File: src/rtl/arbitro_dados.sv
// arbitro_dados: two-port arbiter/sequencer in front of the single-port
// data memory (dados). Port 0 = CPU load/store, port 1 = I/O/DMA.
// Ports: clk, reset (async, active-low); reqN/wrN/addrN/wdataN requests;
// ackN/rdataN completion; mem_* drive dados, mem_escrever is its read
// data; ocupado = access in flight.
// Option: ARB_PRIO_FIXA_EN -> fixed priority (req0 wins ties), else
// round-robin.
module arbitro_dados #(
  parameter int LARGURA     = 8,
  parameter int LAT_LEITURA = 1
) (
  input  logic               clk,
  input  logic               reset,
  input  logic               req0,
  input  logic               req1,
  input  logic               wr0,
  input  logic               wr1,
  input  logic [LARGURA-1:0] addr0,
  input  logic [LARGURA-1:0] addr1,
  input  logic [LARGURA-1:0] wdata0,
  input  logic [LARGURA-1:0] wdata1,
  output logic               ack0,
  output logic               ack1,
  output logic [LARGURA-1:0] rdata0,
  output logic [LARGURA-1:0] rdata1,
  output logic [LARGURA-1:0] mem_label,
  output logic [LARGURA-1:0] mem_dadoEscrito,
  output logic               mem_LerMemo,
  output logic               mem_EscrMemo,
  input  logic [LARGURA-1:0] mem_escrever,
  output logic               ocupado
);

  typedef enum logic [1:0] {
    OCIOSO,
    ACESSO,
    RESPOSTA
  } estado_t;

  localparam logic [3:0] CNT_FIM = 4'(LAT_LEITURA - 1);

  estado_t            estado;
  logic [3:0]         cnt;
  logic               venc;
  logic               ganha;
  logic               wr_sel;
  logic [LARGURA-1:0] addr_sel;
  logic [LARGURA-1:0] wdata_sel;

`ifdef ARB_PRIO_FIXA_EN
  // req0 wins whenever present
  assign ganha = !req0;
`else
  logic ultimo;
  // on contention serve the port that was not served last
  assign ganha = (req0 && req1) ? !ultimo : !req0;
`endif

  assign wr_sel    = ganha ? wr1    : wr0;
  assign addr_sel  = ganha ? addr1  : addr0;
  assign wdata_sel = ganha ? wdata1 : wdata0;
  assign ocupado   = (estado != OCIOSO);

  always_ff @(posedge clk or negedge reset) begin
    if (!reset) begin
      estado          <= OCIOSO;
      cnt             <= '0;
      venc            <= 1'b0;
`ifndef ARB_PRIO_FIXA_EN
      ultimo          <= 1'b1;
`endif
      ack0            <= 1'b0;
      ack1            <= 1'b0;
      rdata0          <= '0;
      rdata1          <= '0;
      mem_label       <= '0;
      mem_dadoEscrito <= '0;
      mem_LerMemo     <= 1'b0;
      mem_EscrMemo    <= 1'b0;
    end else begin
      ack0 <= 1'b0;
      ack1 <= 1'b0;
      unique case (estado)
        OCIOSO: begin
          if (req0 || req1) begin
            venc            <= ganha;
`ifndef ARB_PRIO_FIXA_EN
            ultimo          <= ganha;
`endif
            mem_label       <= addr_sel;
            mem_dadoEscrito <= wdata_sel;
            mem_EscrMemo    <= wr_sel;
            mem_LerMemo     <= !wr_sel;
            cnt             <= '0;
            estado          <= ACESSO;
          end
        end
        ACESSO: begin
          if (mem_EscrMemo) begin
            mem_EscrMemo <= 1'b0;
            ack0         <= !venc;
            ack1         <= venc;
            estado       <= RESPOSTA;
          end else if (cnt == CNT_FIM) begin
            mem_LerMemo <= 1'b0;
            if (venc) rdata1 <= mem_escrever;
            else      rdata0 <= mem_escrever;
            ack0        <= !venc;
            ack1        <= venc;
            estado      <= RESPOSTA;
          end else begin
            cnt <= cnt + 4'd1;
          end
        end
        RESPOSTA: begin
          estado <= OCIOSO;
        end
        default: begin
          estado <= OCIOSO;
        end
      endcase
    end
  end

endmodule
File: config.mk
export PLATFORM = sky130hd
export DESIGN_NAME = arbitro_dados
export DESIGN_NICKNAME = d
export VERILOG_FILES = /design/src/rtl/arbitro_dados.sv
export SDC_FILE = /design/constraint.sdc
export NUM_CORES = 1
export LEC_CHECK = 0
export CORE_MARGIN = 2
export CORE_UTILIZATION = 30
export DETAILED_ROUTE_END_ITERATION = 8
export PLACE_DENSITY = 0.65
export SLEW_MARGIN = 40
export SYNTH_ARGS = -nofsm -noshare
export SYNTH_HDL_FRONTEND = slang
export SYNTH_SLANG_ARGS = --single-unit
File: constraint.sdc
create_clock -name clk -period 1.8 [get_ports clk]
set_input_delay 0.27 -clock clk [delete_from_list [all_inputs] [get_ports clk]]
set_output_delay 0.27 -clock clk [all_outputs]
set_load 0.01 [all_outputs]
# Yosys cells after proc, flatten, opt, wreduce, memory -nomap -nowiden
# Cells that the tools add are included.
[op_classes]
addsub = 1
eq_ne = 6
muxes = 24
bitwise_logic = 2
reduce_logical = 17
[ops]
columns = ["op", "count"]
rows = [
  ["$mux W8", 2],
  ["$reduce_and A4 Y1", 4],
  ["$mux W1", 12],
  ["$mux W4", 3],
  ["$ne A2 B2 Y1 const B", 4],
  ["$pmux W4 S2", 1],
  ["$mux W2", 3],
  ["$reduce_and A2 Y1", 3],
  ["$add A4 B1 Y4 const B", 1],
  ["$logic_not A1 Y1", 4],
  ["$logic_not A4 Y1", 1],
  ["$pmux W1 S2", 2],
  ["$pmux W2 S2", 1],
  ["$reduce_bool A2 Y1", 2],
  ["$ne A3 B3 Y1 const B", 1],
  ["$eq A2 B1 Y1 const B", 1],
  ["$logic_not A2 Y1", 1],
  ["$not A1 Y1", 2],
  ["$logic_and A1 B1 Y1", 1],
  ["$logic_or A1 B1 Y1", 1],
]
[totals]
reg_bits = 44
output_inout_bits = 37

# Depth between registers and ports, before layout
# Gate-level depths: netlist of run 1.
[depth]
ltp_word = 6
ltp_mapped = 5
depth_no_buf = 5

# Least setup slack after synthesis of run 1
# Ideal clock, no wire load.
[synth_timing]
path_kind = "register to register"
startpoint = "register cnt[0]"
endpoint = "register rdata0[0]"
t_arrival_ns = 1.678
required_time_ns = 1.675
path_slack_ns = -0.003
path_stages_with_launch = 6
n_path_buf = 0
synth_period_minus_slack_ns = 1.803
cell_sequence = "dfrtp_1 inv_1 ha_1 or3b_4 nor3_4 mux2_2"
[synth_between]
elab_chain_len = 2
[synth_rtl]
columns = ["item", "line_no", "text"]
rows = [
  ["start: declaration", "43", "logic [3:0] cnt;"],
  ["start signal: assignment", "112", "cnt <= cnt + 4'd1;"],
  ["$logic_not A4 Y1", "104", "end else if (cnt == CNT_FIM) begin"],
  ["$reduce_and A4 Y1 (no source line)", "-", ""],
  ["end signal: assignment", "107", "else rdata0 <= mem_escrever;"],
  ["end: declaration", "24", "output logic [LARGURA-1:0] rdata0,"],
]
# Every way passes these cells.
# A chain may end at the register's enable or synchronous reset.

# Final worst setup path of run 1
[layout_timing]
startpoint = "register cnt[0]"
endpoint = "register rdata0[3]"
# Same word-level chain as after synthesis.

==> summary.txt, run 1 <==
Clock network
  • CTS tree: done
  • Clock latency on the worst-skew pair: around 290 ps
  • H-tree levels: 2
  • Maximum clock path buffer count: 2
  • Root Buffer: clkbuf_8
  • Reg clk slew, reported paths: roughly 80 ps
  • Clk sinks: 44
  • TritonCTS buffer count: 5

Finish
  • Utilization after layout: 0.493
  • Non-Filler Instances: about 360
  • Post-route cell area: about 3200 µm²
  • ANT cells: 0
  • Multi-input gate area: 822 µm²
  • # fillers: just under 600
  • Area grow syn2layout: 58.3%
  • Storage cell area: between 1000 and 1500 µm²
  • Final nets: about 330
  • Share of cells above drive strength 1: 0.186

Routing
  • DR vias: 1797
  • 1st-iter DRT viols: 79
  • DRT Pass-1 Iters: 4
  • WL final: just over 5 mm
  • Post-route ant nets: 0
  • DR vias/cell: ~5.0
  • Drt wl/cell: roughly 14 µm
  • DR DRC count: 0

Worst setup path
  • CP Launch Type: register
  • Critical Path RT: 1980 ps
  • Worst-path fanout max: 8
  • CP arrival: 1910 ps
  • Critical path capture point type: register
  • Kind of critical path: reg2reg

Timing
  • Slew Limit Fails: 0
  • Worst slew pin tran: slightly below 500 ps
  • Tmin final: 1730 ps
  • Sum of negative setup slack: 0 ps
  • Unrepaired setup endpoints after global routing: true
  • FMAX: around 580 MHz
  • Final setup violation count: 0
  • Clk_skew: about 6 ps
  • Hold Vio Cnt, Final: 0
  • Worst setup margin: 74.1 ps
  • Rel. slew slack: 0.669
  • Final Cycle Share: 0.959

Floorplanning
  • Floorplan row count: 29
  • Die extent in x: 85.5 µm
  • Core area: between 6000 and 7000 µm²
  • Ports: between 80 and 90
  • Initial Utilization: 0.312
  • Die H: approximately 85 µm
  • Die ar.: 7300 µm²

Power and ir drop
  • Maximum vdd drop: just over 0.8 mV
  • Lkg Pwr: around 1.3 nW
  • Power per cell area: approximately 1500 nW/µm²

Synth
  • Most common flop cell mapped by yosys: dfrtp_1
  • Avg Inst Size Synth: 10.9 µm²
  • Synthesized Nets: 230
  • Leading area contributor after synthesis: dfrtp_1
  • Top cell type's share of synthesized area: 0.541
  • Cell Area, Synth: between 1500 and 2000 µm²
  • Adder-cell share of the synthesized area: 0.0126
  • Synth Area in XOR/XNOR: 0.00440
  • Synth Area in Compound Gates: 0.190
  • Synth Warn #: 0
  • Mapped Cells: roughly 180
  • Ys async rst share: 1.00
  • Post-synthesis simple-gate area fraction: 0.115
  • Top post-synthesis cells by area: dfrtp_1 54%, mux2_2 9.1%, a31oi_1 5.0%, nand3_1 5.0%, o21ai_0 4.8%
  • Sequential area share after synthesis: 0.554
  • EDFF count, synth: 0
  • Mux contribution to synthesized area: 0.0905
  • Synth unique cells: 36
  • Largest family of logic cells by synthesized area: compound AO/OA/AOI/OAI gates
  • Post-synthesis register bit count: 44

Min path
  • Hold Crit Class: in2async

Run
  • MaxCap Viol Count: 0

GRT
  • Largest net degree at the start of global routing: 26
  • GR Overflow Total: 0
  • Antenna violations before repair: 0
  • Global-route wire length before repair: 8.54 mm
  • Vias in the first global route: 1863
  • GRT Util Overall: 0.147

Place
  • DP HPWL: between 3 and 4 mm
  • Placed cells: 345
  • IO Port Bufs: 82
  • Place WS: between 0.5 and 0.6 ps
  • Area after DPL: between 2000 and 3000 µm²
  • RePlAce Congestion: 0.751

Outcome
  • Status: finished, final reports clean
## metrics by stage
stage | total power [mW] | hold slack, ps
floorplan | 2.79 | -25.6
global placement | 4.07 | 254
detailed placement | 4.12 | 262
CTS | 4.95 | 497
global route | 5.22 | 509
finish | 4.88 | 477
## cell usage after synthesis (2+ instances only)
cell type / instances
dfrtp_1: 43
nand3_1: 20
o21ai_0: 19
a21oi_1: 18
a31oi_1: 16
mux2_2: 16
clkbuf_1: 8
inv_1: 6
nor2_1: 5
buf_2: 2
ha_1: 2
nor2b_1: 2
o21a_1: 2
## layout by cell type, fill, tap and decap left out, types with 2 or more instances in the layout
master,Yosys,routed
inv_1,6,5
clkdlybuf4s50_1,0,80
dfrtp_1,43,43
o21a_1,2,2
ha_1,2,2
a31oi_1,16,16
nor2b_1,2,2
nor2_1,5,5
buf_12,0,2
mux2_2,16,16
a21oi_1,18,18
nand3_1,20,20
o21ai_0,19,19
clkbuf_8,0,7
buf_4,0,15
## state kept, by name, indices dropped and copies added (netlist names)
name / flops
mem_dadoEscrito: 8
mem_label: 8
rdata0: 8
rdata1: 8
cnt: 4
estado: 2
ack0: 1
ack1: 1
mem_EscrMemo: 1
mem_LerMemo: 1
ultimo: 1
venc: 1
## area by class of cell
| cell class | instances | area share |
|---|---|---|
| well taps | 77 | 0.0306 |
| flip-flops and latches | 44 | 0.350 |
| multi-input cells | 121 | 0.261 |
| clock buffers | 7 | 0.0306 |
| inverters | 6 | 0.00715 |
| repair buffers | 100 | 0.311 |
| clock inverters | 1 | 0.00953 |
## where the power goes
part	total (mW)	switching [mW]	leakage, nW	internal [mW]
Sequential	1.70	0.253	0.523	1.45
Clock	0.813	0.323	0.0645	0.490
Combinational	2.36	1.02	0.703	1.34
Total	4.88	1.60	1.29	3.28
## worst paths after layout
check | startpoint | end | slack (ps) | cells after the start
max | cnt[0] | rdata0[3] | 70 | 6
min | reset | ack1 | 480 | 2
max reg2reg | cnt[0] | rdata0[3] | 70 | 6
min reg2reg | rdata0[0] | rdata0[0] | 510 | 1
max in group asynchronous | reset | cnt[0] | 830 | 3
min in group clk | rdata0[0] | rdata0[0] | 510 | 1
## critical path, stage by stage (launching register included)
cell,delay (ps)
dfrtp_1,390
inv_2,70
ha_1,140
or3b_4,390
nor3_4,160
buf_12,150
mux2_2,330
## cell families (layout without fill, tap and decap cells)
group,after synthesis,after routing
flip-flops,44,44
multiplexers,16,16
adder cells (fa/ha/maj),2,2
AO/OA/AOI/OAI,64,64
XOR/XNOR,1,1
buffers and inverters,17,114
AND/OR/NAND/NOR,38,38
## routing by layer
layer / up-vias / GRT usage / part of all wire
met4: 0 / 0.0433 / 0.016
li1: 871 / - / -
met1: 858 / 0.177 / 0.44
met3: 10 / 0.0525 / 0.073
met5: - / 0 / 0
met2: 58 / 0.247 / 0.47
## repair_timing
action,4_1_cts,5_1_grt
endpoints found under the setup margin,8,17
gates resized for setup,0,2
hold endpoints to repair,18,0
hold buffers,1,0
pin swaps,1,2
buffers inserted,2,0
(Power assumes the default switching activity.)
==> run 2, diff against run 1 <==
--- a/config.mk
+++ b/config.mk
@@ -7,2 +7,3 @@
 export LEC_CHECK = 0
+export ABC_AREA = 0
 export CORE_MARGIN = 2
==> constraint.sdc (replaced) <==
create_clock -name clk -period 1.8 [get_ports clk]
set_input_delay 0.36 -clock clk [delete_from_list [all_inputs] [get_ports clk]]
set_output_delay 0.36 -clock clk [all_outputs]
set_load 0.01 [all_outputs]
==> run 2 against run 1 <==
Sequential share of layout area shrank 0.26 points. Worst setup slack lost 61 ps. Global-route usage shrank 0.093 points. Largest power group unchanged. Clock skew shrank 3.1 ps. Via count grew 0.56%. Clock power shrank 8.9%. Combinational power grew 3%. Utilization grew 0.37 points. Largest cell class unchanged. Flip-flop and latch count is the same. Die area is the same. Clock-buffer cell count shrank 2. Non-clock buffer count is the same.
==> summary.txt, run 2 (synthesis gave the netlist of run 1 again) <==
Outcome
  • Status: finished, final reports clean (unchanged)

GRT
  • Global-route wire length before repair: 8.58 mm (was 8.54 mm)
  • Largest net degree at the start of global routing: 37 (was 26)
  • GR Overflow Total: 0 (unchanged)
  • Antenna violations before repair: 0 (unchanged)
  • GRT Util Overall: 0.146 (was 0.147)
  • Vias in the first global route: 1841 (was 1863)

Floorplanning
  • Die extent in x: 85.5 µm (unchanged)
  • Core area: 6390 µm² (unchanged)
  • Floorplan row count: 29 (unchanged)
  • Ports: 83 (unchanged)
  • Initial Utilization: 0.312 (unchanged)
  • Die H: 85.5 µm (unchanged)
  • Die ar.: 7300 µm² (unchanged)

Routing
  • WL final: 5.28 mm (was 5.13 mm)
  • Drt wl/cell: 14.8 µm (was 14.4 µm)
  • 1st-iter DRT viols: 96 (was 79)
  • DR vias: 1807 (was 1797)
  • DRT Pass-1 Iters: 6 (was 4)
  • DR DRC count: 0 (unchanged)
  • Post-route ant nets: 0 (unchanged)
  • DR vias/cell: 5.08 (was 5.05)

Min path
  • Hold Crit Class: in2async (unchanged)

Timing
  • Worst slew pin tran: 385 ps (was 496 ps)
  • Hold Vio Cnt, Final: 0 (unchanged)
  • Slew Limit Fails: 0 (unchanged)
  • Tmin final: 1790 ps (was 1730 ps)
  • Clk_skew: 2.94 ps (was 5.99 ps)
  • Final setup violation count: 0 (unchanged)
  • Unrepaired setup endpoints after global routing: true (unchanged)
  • Worst setup margin: 13.3 ps (was 74.1 ps)
  • FMAX: 560 MHz (was 579 MHz)
  • Hold Slack: 465 ps (was 477 ps)
  • Rel. slew slack: 0.740 (was 0.669)
  • Final Cycle Share: 0.993 (was 0.959)

Clock network
  • CTS tree: done (unchanged)
  • Clk sinks: 44 (unchanged)
  • H-tree levels: 2 (unchanged)
  • Clock latency on the worst-skew pair: 290 ps (about the same)
  • Maximum clock path buffer count: 2 (unchanged)
  • TritonCTS buffer count: 5 (unchanged)
  • Reg clk slew, reported paths: 80 ps (about the same)
  • Root Buffer: clkbuf_8 (unchanged)

Finish
  • Share of cells above drive strength 1: 0.194 (was 0.186)
  • # fillers: 575 (was 594)
  • Commonest non-fill, non-tap cells in the layout: 80 x clkdlybuf4s50_1, 43 x dfrtp_1, 20 x nand3_1, 19 x o21ai_0, 18 x a21oi_1 (unchanged)
  • ANT cells: 0 (unchanged)
  • Post-route cell area: 3170 µm² (was 3150 µm²)
  • Most common cell after layout, fill and taps aside: clkdlybuf4s50_1 (unchanged)
  • Final nets: 326 (unchanged)
  • Area grow syn2layout: 59.5% (was 58.3%)

Worst setup path
  • Critical Path RT: 1980 ps (about the same)
  • Worst Reg-to-Reg Cells: 6 (unchanged)
  • CP arrival: 1970 ps (was 1910 ps)
  • Critical path capture point type: register (unchanged)
  • Kind of critical path: reg2reg (unchanged)
  • CP Launch Type: register (unchanged)
  • Worst-path fanout max: 8 (unchanged)

Power and ir drop
  • Maximum vdd drop: 0.777 mV (was 0.811 mV)
  • Lkg Pwr: 1.30 nW (was 1.29 nW)
  • Final Power: 4.89 mW (was 4.88 mW)
  • Power per cell area: 1540 nW/µm² (was 1550 nW/µm²)

Place
  • Area after DPL: 3000 µm² (about the same)
  • IO Port Bufs: 82 (unchanged)
  • RePlAce Congestion: 0.814 (was 0.751)
  • Place WS: 16.8 ps (was 0.578 ps)
  • DP HPWL: 3.88 mm (was 3.87 mm)

Run
  • MaxCap Viol Count: 0 (unchanged)
-- run 2: changes by cell type in the layout (fill, tap and decap cells not counted), sizes merged --
| cell | delta |
|---|---|
| dlygate4sd2 | +1 |
| clkinv | +1 |
| clkbuf | -2 |
| dlymetal6s2s | -1 |
| clkinvlp | +1 |
-- run 2: layout make-up --
class	count	area (µm²)	area share
clock buffer	5	68.8	0.0217
clock inverter	3	42.5	0.0134
inverter	6	22.5	0.00710
multi-input combinational	121	865	0.272
sequential	44	1100	0.347
tap	77	96.3	0.0304
timing repair buffer	100	977	0.308
-- run 2: metrics by stage --
stage           util  cells  setup TNS (ps)
3_3_place_gp   0.470    346               0
2_1_floorplan      -    182               0
3_5_place_dp   0.470    346               0
4_1_cts        0.489    355               0
5_1_grt        0.497    356            -185
6_report       0.497    356               0
-- run 2: repair_timing --
action	4_1_cts	5_1_grt
setup buffers	0	1
setup endpoints to repair	1	16
pin swaps	0	3
cloned	0	0
hold buffers	1	0
gates resized for setup	1	12
hold endpoints to repair	8	0
-- run 2: worst paths after layout --
kind	start	endpoint	slack, ps
setup / recovery	cnt[0]	rdata0[1]	10
hold / removal	reset	mem_dadoEscrito[4]	470
setup reg to reg	cnt[0]	rdata0[1]	10
hold reg to reg	rdata1[0]	rdata1[0]	510
max in group asynchronous	reset	ultimo	810
min in group clk	rdata1[0]	rdata1[0]	510
-- run 2: worst max-delay path, stage by stage (launching register included) --
cell	delay, ps
dfrtp_1	410
inv_2	90
ha_4	120
or3b_4	380
nor3_4	200
buf_12	160
mux2_4	300
-- run 2: power breakdown --
part	leakage (nW)	switching, mW	total, mW	internal [mW]
Sequential	0.523	0.278	1.73	1.45
Clock	0.0541	0.330	0.741	0.411
Combinational	0.720	1.02	2.42	1.40
-- run 2: layer usage --
layer / track usage / share of wire
met1: 0.190 / 0.46
met2: 0.234 / 0.46
met3: 0.0438 / 0.065
met4: 0.0462 / 0.011
met5: 0 / 0
==> run 3, diff against run 2 <==
- SLEW_MARGIN: 40 -> 30
- clock period: 1.8 -> 1.6 ns (I/O delays scaled with it)
==> run 3 against run 2 <==
Via count is 3.0% higher. Largest cell class unchanged. Sequential power is 12% higher. The run now ends with setup timing left. First-iteration DRC count is 19% lower. Critical path depth stayed put. Largest power group unchanged. Highest routed layer unchanged. Flip-flop and latch count stayed put.
==> summary.txt, run 3 (synthesis gave the netlist of run 1 again) <==
Outcome
  • Status: complete, but fails checks (was finished, final reports clean)
  • Failing checks: setup timing

Routing
  • Met3 wire len: 362 µm (was 344 µm)
  • Top routing layer used: met4 (unchanged)
  • WL final: 5.36 mm (was 5.28 mm)
  • 1st-iter DRT viols: 78 (was 96)
  • DRT Pass-1 Iters: 4 (was 6)
  • Met2 routed WL: 2.47 mm (was 2.45 mm)
  • M1 WL: 2.49 mm (was 2.43 mm)
  • DR vias/cell: 5.04 (was 5.08)
  • DR vias: 1861 (was 1807)
  • DR DRC count: 0 (unchanged)
  • Post-route ant nets: 0 (unchanged)
  • Drt wl/cell: 14.5 µm (was 14.8 µm)

Timing
  • Rel. slew slack: 0.772 (was 0.740)
  • Worst setup margin: -126 ps (was 13.3 ps)
  • Unrepaired setup endpoints after global routing: true (unchanged)
  • Worst slew pin tran: 339 ps (was 385 ps)
  • Clk_skew: 7.48 ps (was 2.94 ps)
  • Slew Limit Fails: 0 (unchanged)
  • Sum of negative setup slack: -930 ps (was 0 ps)
  • FMAX: 580 MHz (was 560 MHz)
  • Final setup violation count: 9 (was 0)
  • Tmin final: 1730 ps (was 1790 ps)
  • Hold Vio Cnt, Final: 0 (unchanged)
  • Hold Slack: 467 ps (was 465 ps)
  • Final Cycle Share: 1.08 (was 0.993)

Finish
  • ANT cells: 0 (unchanged)
  • Share of cells above drive strength 1: 0.240 (was 0.194)
  • Commonest non-fill, non-tap cells in the layout: 79 x clkdlybuf4s50_1, 43 x dfrtp_1, 26 x buf_4, 20 x nand3_1, 19 x o21ai_0 (was 80 x clkdlybuf4s50_1, 43 x dfrtp_1, 20 x nand3_1, 19 x o21ai_0, 18 x a21oi_1)
  • Most common cell after layout, fill and taps aside: clkdlybuf4s50_1 (unchanged)
  • Final nets: 339 (was 326)
  • Utilization after layout: 0.511 (was 0.497)
  • Area grow syn2layout: 63.8% (was 59.5%)

Worst setup path
  • Critical path capture point type: register (unchanged)
  • Worst Path Buf+Inv: 2 (unchanged)
  • Crit-path cells: inv_2 -> ha_4 -> or3b_4 -> nor3_4 -> buf_6 -> mux2_2 (was inv_2 -> ha_4 -> or3b_4 -> nor3_4 -> buf_12 -> mux2_4)
  • CP Launch Type: register (unchanged)
  • Critical Path RT: 1780 ps (was 1980 ps)
  • Slowest cell delay on critical path: 390 ps (was 410 ps)
  • Worst-path fanout max: 4 (was 8)
  • Crit-path leading delay family: simple AND/OR/NAND/NOR gates (unchanged)
  • Kind of critical path: reg2reg (unchanged)
  • CP arrival: 1900 ps (was 1970 ps)
  • Crit path max-delay cell type: dfrtp_1 (unchanged)

Place
  • DP HPWL: 4.15 mm (was 3.88 mm)
  • Place WS: -129 ps (was 16.8 ps)
  • RePlAce Congestion: 0.838 (was 0.814)
  • IO Port Bufs: 82 (unchanged)

Floorplanning
  • Die extent in x: 85.5 µm (unchanged)
  • Die ar.: 7300 µm² (unchanged)
  • Floorplan row count: 29 (unchanged)
  • Core area: 6390 µm² (unchanged)
  • Ports: 83 (unchanged)
  • Initial Utilization: 0.312 (unchanged)
  • Die H: 85.5 µm (unchanged)

Clock network
  • Reg clk slew, reported paths: 80 ps (about the same)
  • Maximum clock path buffer count: 2 (unchanged)
  • TritonCTS buffer count: 5 (unchanged)
  • H-tree levels: 2 (unchanged)
  • Post-CTS Setup Bufs: 0 (unchanged)
  • Root Buffer: clkbuf_8 (unchanged)
  • Clock latency on the worst-skew pair: 290 ps (about the same)
  • CTS tree: done (unchanged)
  • Clk sinks: 44 (unchanged)

GRT
  • GRT Util Overall: 0.152 (was 0.146)
  • Vias in the first global route: 1859 (was 1841)
  • Global-route wire length before repair: 8.98 mm (was 8.58 mm)
  • GR Overflow Total: 0 (unchanged)
  • Antenna violations before repair: 0 (unchanged)
  • Largest net degree at the start of global routing: 32 (was 37)

Min path
  • Hold Crit Class: in2async (unchanged)

Run
  • MaxCap Viol Count: 0 (unchanged)

Power and ir drop
  • Maximum vdd drop: 0.862 mV (was 0.777 mV)
  • Final Power: 5.44 mW (was 4.89 mW)
  • Lkg Pwr: 1.36 nW (was 1.30 nW)
  • Power per cell area: 1670 nW/µm² (was 1540 nW/µm²)
-- run 3: final timing paths --
kind                           start  cells past startpoint  slack [ps]            endpoint
max                           cnt[0]                      6        -130           rdata0[6]
min                            reset                      2         470  mem_dadoEscrito[5]
max reg2reg                   cnt[0]                      6        -130           rdata0[6]
min reg2reg                rdata1[5]                      1         510           rdata1[5]
max in group asynchronous      reset                      3         650              cnt[3]
min in group clk           rdata1[5]                      1         510           rdata1[5]
-- run 3: metal layers --
metal | vias up | GRT usage
li1 | 893 | -
met1 | 895 | 0.202
met2 | 67 | 0.251
met3 | 6 | 0.0389
met4 | 0 | 0.0303
met5 | - | 0
-- run 3: area by class of cell --
| type | count | area, µm² |
|---|---|---|
| fillers | 583 | 3130 |
| flip-flops and latches | 44 | 1100 |
| repair buffers | 113 | 1080 |
| multi-input cells | 121 | 865 |
| well taps | 77 | 96.3 |
| clock buffers | 6 | 82.6 |
| inverters | 6 | 22.5 |
| clock inverters | 2 | 10.0 |
-- run 3: where the power goes --
group | switching (mW) | internal [mW]
logic | 1.17 | 1.62
registers | 0.311 | 1.63
clock network | 0.364 | 0.345
total | 1.85 | 3.59
-- run 3: stage by stage --
step	instances	area [µm²]
6_report	369	3260
5_1_grt	369	3260
4_1_cts	369	3220
3_5_place_dp	360	3110
3_3_place_gp	360	3110
2_1_floorplan	182	2000
-- run 3: timing repair --
action                                  4_1_cts  5_1_grt
endpoints found under the setup margin       11       18
hold endpoints to repair                     12        0
resized for setup                             5       12
hold buffers                                  1        0
